==> src/rtl/sorted_insert.sv <==
// rtl/sorted_insert.sv - sorted insertion writer for a 32x8 single-port RAM
module sorted_insert #(
  parameter int DATA_W = 8,
  parameter int ADDR_W = 5,
  parameter int DEPTH  = 32
) (
  input  logic              clk,
  input  logic              reset,
  input  logic              start,
  input  logic [DATA_W-1:0] value,
  input  logic [DATA_W-1:0] ram_dout,
  output logic [ADDR_W-1:0] ram_addr,
  output logic [DATA_W-1:0] ram_din,
  output logic              ram_wren,
  output logic              done,
  output logic              rejected,
  output logic              full,
  output logic [ADDR_W:0]   count,
  output logic [2:0]        state
);

  localparam logic [2:0] S_IDLE  = 3'd0;
  localparam logic [2:0] S_RD    = 3'd1;
  localparam logic [2:0] S_CMP   = 3'd2;
  localparam logic [2:0] S_PLACE = 3'd4;
  localparam logic [2:0] S_DONE  = 3'd5;

  localparam logic [ADDR_W:0] FULL_COUNT = (ADDR_W+1)'(DEPTH);

  logic [2:0]        state_q, state_d;
  logic [ADDR_W:0]   count_q, count_d;
  logic [DATA_W-1:0] val_q, val_d;
  logic [ADDR_W-1:0] idx_q, idx_d;
  logic [ADDR_W-1:0] pos_q, pos_d;
  logic              rej_q, rej_d;
  logic [ADDR_W:0]   count_m1;

  // Topmost occupied address; only used when count is non-zero.
  assign count_m1 = count_q - 1'b1;

  // Next-state and RAM port decode: scan down from the top, shifting larger entries up.
  always_comb begin
    state_d  = state_q;
    count_d  = count_q;
    val_d    = val_q;
    idx_d    = idx_q;
    pos_d    = pos_q;
    rej_d    = rej_q;
    ram_addr = '0;
    ram_din  = '0;
    ram_wren = 1'b0;
    case (state_q)
      S_IDLE: begin
        if (start) begin
          if (count_q == FULL_COUNT) begin
            rej_d   = 1'b1;
            state_d = S_DONE;
          end else if (count_q == '0) begin
            val_d   = value;
            pos_d   = '0;
            state_d = S_PLACE;
          end else begin
            val_d   = value;
            idx_d   = count_m1[ADDR_W-1:0];
            state_d = S_RD;
          end
        end
      end
      S_RD: begin
        ram_addr = idx_q;
        state_d  = S_CMP;
      end
      S_CMP: begin
        if (ram_dout > val_q) begin
          // Larger entry moves up one slot; the write happens in the compare cycle.
          ram_addr = idx_q + 1'b1;
          ram_din  = ram_dout;
          ram_wren = 1'b1;
          if (idx_q == '0) begin
            pos_d   = '0;
            state_d = S_PLACE;
          end else begin
            idx_d   = idx_q - 1'b1;
            state_d = S_RD;
          end
        end else begin
          // Equal entries stop the scan so duplicates land after existing equals.
          pos_d   = idx_q + 1'b1;
          state_d = S_PLACE;
        end
      end
      S_PLACE: begin
        ram_addr = pos_q;
        ram_din  = val_q;
        ram_wren = 1'b1;
        count_d  = count_q + 1'b1;
        state_d  = S_DONE;
      end
      S_DONE: begin
        if (!start) begin
          rej_d   = 1'b0;
          state_d = S_IDLE;
        end
      end
      default: state_d = S_IDLE;
    endcase
  end

  // State registers; reset empties the RAM logically by clearing count.
  always_ff @(posedge clk or posedge reset) begin
    if (reset) begin
      state_q <= S_IDLE;
      count_q <= '0;
      val_q   <= '0;
      idx_q   <= '0;
      pos_q   <= '0;
      rej_q   <= 1'b0;
    end else begin
      state_q <= state_d;
      count_q <= count_d;
      val_q   <= val_d;
      idx_q   <= idx_d;
      pos_q   <= pos_d;
      rej_q   <= rej_d;
    end
  end

  assign done     = (state_q == S_DONE);
  assign rejected = rej_q;
  assign full     = (count_q == FULL_COUNT);
  assign count    = count_q;
  assign state    = state_q;

endmodule

==> config.mk <==
export PLATFORM = sky130hd
export DESIGN_NAME = sorted_insert
export DESIGN_NICKNAME = d
export VERILOG_FILES = /design/src/rtl/sorted_insert.sv
export SDC_FILE = /design/constraint.sdc
export NUM_CORES = 1
export LEC_CHECK = 0
export ABC_CLOCK_PERIOD_IN_PS = 3350
export BUFFER_PORTS_ARGS = -buffer_cell sky130_fd_sc_hd__buf_4
export CORE_MARGIN = 2
export CORE_UTILIZATION = 56
export CTS_BUF_LIST = sky130_fd_sc_hd__clkbuf_4 sky130_fd_sc_hd__clkbuf_8
export CTS_CLUSTER_DIAMETER = 40
export DETAILED_ROUTE_END_ITERATION = 8
export PLACE_DENSITY = 0.9
export SETUP_SLACK_MARGIN = 0.5
export SLEW_MARGIN = 20
export SYNTH_ARGS = -nofsm -noshare
export SYNTH_HDL_FRONTEND = slang
export SYNTH_SLANG_ARGS = --single-unit
==> constraint.sdc <==
create_clock -name clk -period 3.35 [get_ports clk]
set_clock_uncertainty 0.2 [all_clocks]
set_input_delay 0.1675 -clock clk [delete_from_list [all_inputs] [get_ports clk]]
set_output_delay 0.1675 -clock clk [all_outputs]
set_load 0.03 [all_outputs]
### Word level (Yosys, flattened, before mapping)

Index checks and enable logic that the tools add are counted.

* order comparisons: 1
* equality and inequality tests: 14
* bitwise gates (word level): 1
* mux-type cells: 29
* $add $sub $neg: 4
* reductions and logical operators: 10

Operators with widths (number)
* $mux W5: 11
* $pmux W5 S2: 2
* $mux W3: 6
* $ne A2 B2 Y1 const B: 8
* $pmux W8 S2: 1
* $pmux W3 S5: 1
* $pmux W5 S3: 1
* $sub A5 B1 Y5 const B: 2
* $gt A8 B8 Y1: 1
* $mux W8: 1
* $add A6 B1 Y6 const B: 1
* $eq A3 B3 Y1 const B: 2
* $eq A6 B6 Y1 const B: 1
* $logic_not A6 Y1: 1
* $reduce_and A6 Y1: 1
* $add A5 B1 Y5 const B: 1
* $logic_not A5 Y1: 1
* $reduce_and A5 Y1: 1
* $mux W1: 4
* $pmux W1 S2: 2
* $reduce_and A4 Y1: 1
* $reduce_bool A2 Y1: 2
* $eq A3 B1 Y1 const B: 1
* $eq A3 B2 Y1 const B: 1
* other kinds (5): 5

* output and inout bits: 26
* bits of input ports: 19
* register bits: 28

### Logic depth before layout (Yosys ltp)

* word-level depth: 5
* depth in mapped cells: 10
* gate-level depth less buffers: 8

### Worst setup path before layout

No wires, ideal clock.

* path type: register -> output
* start: register state_q[0], in the netlist state[0]
* end: output ram_addr[0]
* cell stages (with the launch flop): 7
* slack: 0.478 ns
* data arrival time: 2.505 ns
* buffers on the path: 1
* path through: dfrtp_1 -> buf_6 -> or3b_4 -> or3_1 -> a21o_1 -> and2_1 -> o21ai_0

* cells in the longest elaborated chain, start to end: 2

Ends and longest elaborated chain
* from (decl): RTL line 30 `logic [2:0] state_q, state_d;`
* from (signal assigned): RTL line 119 `state_q <= state_d;`
* $eq A3 B3 Y1, or another cell as far along: RTL line 52 `case (state_q)`
* $pmux W5 S3 *: RTL line 52
* to (decl): RTL line 12 `output logic [ADDR_W-1:0] ram_addr,`

Mark *: on every way between the ends. The rest lies on a longest branch, timed or not.

### Final worst setup path

* start: register val_q[6]
* end: output ram_addr[0]

* cells in the longest elaborated chain, start to end: 3

Ends and longest elaborated chain
* from (decl): RTL line 32 `logic [DATA_W-1:0] val_q, val_d;`
* from (signal assigned): RTL line 121 `val_q <= val_d;`
* $gt A8 B8 Y1: RTL line 74 `if (ram_dout > val_q) begin`
* $mux W5: RTL line 74
* $pmux W5 S3: RTL line 52

No other way between the ends.

==> results_tabular.tex <==
\begin{tabular}{lr}
\hline
Metric & Value \\
\hline
\multicolumn{2}{l}{\textbf{Timing}} \\
Portion of the clock cycle consumed by the worst path in the final layout & 83.3\% \\
Setup-violating endpoint count in the final report & 0 \\
Worst slew margin relative to its limit & 45.4\% \\
Clock period minus worst slack & 2.79 ns \\
Slew at the pin with the worst max-slew slack & 0.812 ns \\
Fin. max-slew vios & 0 \\
Total negative slack & 0 ns \\
Setup repair after global routing missed its margin & no \\
Number of hold violations in the final report & 0 \\
Achievable clock frequency & 0.358 GHz \\
\multicolumn{2}{l}{\textbf{Yosys}} \\
Count of mapped cells out of synthesis & 215 \\
Post-synthesis sequential area ratio & 36.9\% \\
Mean post-synth cell area & 8.83 um\^{}2 \\
Cell type with the highest aggregate area in the netlist & sky130\_fd\_sc\_hd\_\_dfrtp\_1 \\
Most common cell in the netlist & sky130\_fd\_sc\_hd\_\_dfrtp\_1 \\
Dominant register cell in the synthesized netlist & sky130\_fd\_sc\_hd\_\_dfrtp\_1 \\
Synthesized netlist net count & 247 \\
Count of unique library cells instantiated by Yosys & 45 \\
Share of synthesized registers carrying an async set or reset & 100\% \\
Post-synth EDFFs & 0 \\
Top cells by area in the synthesized netlist & sky130\_fd\_sc\_hd\_\_dfrtp\_1 (37\%), sky130\_fd\_sc\_hd\_\_ha\_1 (8.6\%), sky130\_fd\_sc\_hd\_\_o21ai\_0 (5.0\%) \\
Yosys reg bits & 28 \\
Commonest cells in the netlist & sky130\_fd\_sc\_hd\_\_dfrtp\_1 (28), sky130\_fd\_sc\_hd\_\_nand2\_1 (21), sky130\_fd\_sc\_hd\_\_inv\_1 (19), sky130\_fd\_sc\_hd\_\_o21ai\_0 (19), sky130\_fd\_sc\_hd\_\_a21oi\_1 (16) \\
Area share of the leading cell type in the synthesized netlist & 36.9\% \\
Cell area after synthesis & 1900 um\^{}2 \\
Syn. warnings & 0 \\
\multicolumn{2}{l}{\textbf{Finish}} \\
Proportion of layout cells with a drive suffix above 1 & 28.4\% \\
Layout fillers & 243 \\
Number of antenna repair diodes & 0 \\
Layout overhead on the synthesized area & 30.7\% \\
Number of nets in the layout & 302 \\
Finished Core Util & 75.6\% \\
\multicolumn{2}{l}{\textbf{Worst setup path}} \\
Worst flop-to-flop path endpoint & idx\_q[2]\$\_DFFE\_PP0P\_ \\
Launching element of the worst setup path & val\_q[6]\$\_DFFE\_PP0P\_ \\
Reg-to-reg setup timing slack & 0.78 ns \\
Critical path capture point type & output port \\
Worst reg2reg path depth & 8 \\
CP Data Arrival Time & 2.42 ns \\
Startpoint Class & flip-flop \\
Termination of the worst setup path & ram\_addr[0] \\
Data required time at the worst endpoint & 2.98 ns \\
Beginning of the worst register-to-register path & val\_q[6]\$\_DFFE\_PP0P\_ \\
Critical path fanouts, max & 4 \\
Start-to-end type of the worst setup path & reg -> out \\
\multicolumn{2}{l}{\textbf{Die}} \\
I/O pin count & 45 \\
Die Footprint & 3870 um\^{}2 \\
Initial core utilization & 57.8\% \\
Cell Rows & 21 \\
Die Ht & 62.2 um \\
X dimension of the die & 62.2 um \\
CORE AREA & 3280 um\^{}2 \\
\multicolumn{2}{l}{\textbf{Routing}} \\
Count of routing violations after the opening detailed-route iteration & 165 \\
Final ANT Viol Nets & 0 \\
Number of vias after detailed routing & 1892 \\
Detailed-route vias per instance & 6.03 \\
Average detailed-routed wire length per instance & 16.3 um \\
Detailed Routing Iterations Pass 1 & 7 \\
Sum of routed wire length over all layers & 5120 um \\
DR DRC count & 0 \\
\multicolumn{2}{l}{\textbf{GRT}} \\
Vias in the first global route & 1814 \\
Antenna violations before repair & 0 \\
Overall fraction of global-route tracks in use & 27.9\% \\
Global route total overflow & 0 \\
First-pass GRT wire length & 8630 um \\
Largest net degree at the start of global routing & 29 \\
\multicolumn{2}{l}{\textbf{Pwr}} \\
Power Density & 961 nW/um\^{}2 \\
Worst vdd rail ir drop & 0.503 mV \\
Static power due to leakage & 0.00113 uW \\
Power consumption & 2390 uW \\
\multicolumn{2}{l}{\textbf{Clocking}} \\
Clock H-tree levels & 1 \\
Number of buffers created by CTS & 3 \\
Clk\_lat worst skew & 0.33 ns \\
CTS tree & done \\
Root Buffer Master & sky130\_fd\_sc\_hd\_\_clkbuf\_4 \\
Clock Tree Buf Depth & 2 \\
Clock-pin transition on the worst setup and hold timing paths & 0.14 ns \\
\# clock sinks & 28 \\
\multicolumn{2}{l}{\textbf{Min path}} \\
Path class of the lowest-slack min-delay path & in -> async \\
\multicolumn{2}{l}{\textbf{Placed design}} \\
GPL Wtd Cong & 0.930 \\
Detail Placement HPWL & 3550 um \\
Quantity of I/O buffers inserted on ports & 44 \\
\multicolumn{2}{l}{\textbf{Job}} \\
Number of violations of the max-capacitance limit & 0 \\
\multicolumn{2}{l}{\textbf{Outcome}} \\
Result of the run & finished clean \\
\hline
\end{tabular}
[cell type report]
| type | instances | area, um^2 | share of cell area [%] |
|---|---|---|---|
| sequential | 28 | 704 | 28.4 |
| tap | 46 | 57.6 | 2.32 |
| inverter | 19 | 71.3 | 2.87 |
| timing repair buffer | 62 | 494 | 19.9 |
| multi-input combinational | 156 | 1130 | 45.6 |
| clock buffer | 3 | 22.5 | 0.907 |
[worst min-delay path by stage]
stage	from	end	slack, ns	depth (start not counted)
3_3_place_gp	value[3]	val_q[3]$_DFFE_PP0P_	0.17	3
3_5_place_dp	value[1]	val_q[1]$_DFFE_PP0P_	0.17	3
5_1_grt	reset	count[3]$_DFFE_PP0N_	0.29	3
6_report	reset	rejected$_DFFE_PP0P_	0.24	3
2_1_floorplan	reset	count[0]$_DFFE_PP0N_	0.03	1
4_1_cts	count[5]$_DFFE_PP0N_	count[5]$_DFFE_PP0N_	0.34	1
[power breakdown]
| part | internal, uW | switching, uW |
|---|---|---|
| logic | 646 | 936 |
| clock network | 42.3 | 97.1 |
| registers | 484 | 180 |
[per-layer routing]
layer	global-route usage (%)	share of wire, %	vias up	wire (um)
met5	0	0	-	0
met4	8.89	1.5	0	76
met3	4.89	7.5	11	382
met2	46.9	49	96	2520
met1	36.8	42	895	2140
li1	-	-	890	-
[cell usage in the layout (no fill, tap or decap), types with 2 or more instances in the layout]
cell	synthesis	final
sky130_fd_sc_hd__a32o_1	6	6
sky130_fd_sc_hd__nand3_1	3	2
sky130_fd_sc_hd__nor3b_1	3	2
sky130_fd_sc_hd__and2_1	2	2
sky130_fd_sc_hd__dfrtp_2	0	3
sky130_fd_sc_hd__a31oi_1	2	2
sky130_fd_sc_hd__clkbuf_4	0	3
sky130_fd_sc_hd__inv_1	19	18
sky130_fd_sc_hd__a22o_1	7	7
sky130_fd_sc_hd__nor2_1	13	12
sky130_fd_sc_hd__o21a_1	2	2
sky130_fd_sc_hd__o211ai_1	2	2
sky130_fd_sc_hd__o21ai_0	19	16
sky130_fd_sc_hd__buf_4	0	51
sky130_fd_sc_hd__o21ai_2	1	2
sky130_fd_sc_hd__nand3b_1	2	2
sky130_fd_sc_hd__a21oi_1	16	15
sky130_fd_sc_hd__dlygate4sd3_1	0	10
sky130_fd_sc_hd__nand4_1	4	4
sky130_fd_sc_hd__o21ai_1	1	3
sky130_fd_sc_hd__ha_1	13	11
sky130_fd_sc_hd__nor3_1	6	6
sky130_fd_sc_hd__nand2b_1	3	3
sky130_fd_sc_hd__xnor2_1	7	7
sky130_fd_sc_hd__dfrtp_1	28	25
sky130_fd_sc_hd__a222oi_1	3	3
sky130_fd_sc_hd__xor2_1	2	2
sky130_fd_sc_hd__nand2_1	21	20
[state kept, by name (all words and copies together) (netlist names)]
register,flops
count,6
idx_q,5
pos_q,5
rejected,1
state,3
val_q,8
[per-stage QoR]
step / instances / instance area (um^2) / setup slack, ns / hold slack (ns)
6_report: 314 / 2480 / 0.558 / 0.239
5_1_grt: 314 / 2480 / 0.465 / 0.293
4_1_cts: 314 / 2440 / 0.542 / 0.342
3_5_place_dp: 296 / 2260 / 0.540 / 0.174
3_3_place_gp: 296 / 2260 / 0.588 / 0.170
2_1_floorplan: 215 / 1900 / 0.478 / 0.0329
[cells by family after synthesis]
group | count (synthesis) | share of synthesized area, %
flip-flops | 28 | 36.9
XOR/XNOR | 9 | 4.15
AO/OA/AOI/OAI | 69 | 26.2
AND/OR/NAND/NOR | 63 | 16.5
buffers and inverters | 31 | 6.59
multiplexers | 2 | 1.12
adder cells (fa/ha/maj) | 13 | 8.56
[timing repair]
action,in CTS,in global routing
pin swaps,0,2
hold endpoints to repair,38,0
gates resized for setup,5,11
setup endpoints to repair,13,20
hold buffers,10,0
buffers inserted,5,0
[critical path, stage by stage, from the launching register on]
cell	delay [ns]
sky130_fd_sc_hd__dfrtp_1	0.38
sky130_fd_sc_hd__inv_1	0.06
sky130_fd_sc_hd__ha_1	0.31
sky130_fd_sc_hd__nand4_1	0.17
sky130_fd_sc_hd__or3_1	0.41
sky130_fd_sc_hd__a21o_4	0.24
sky130_fd_sc_hd__and2_1	0.20
sky130_fd_sc_hd__o21ai_1	0.15
sky130_fd_sc_hd__buf_4	0.18
No activity file was read; power rests on OpenSTA's default activity.
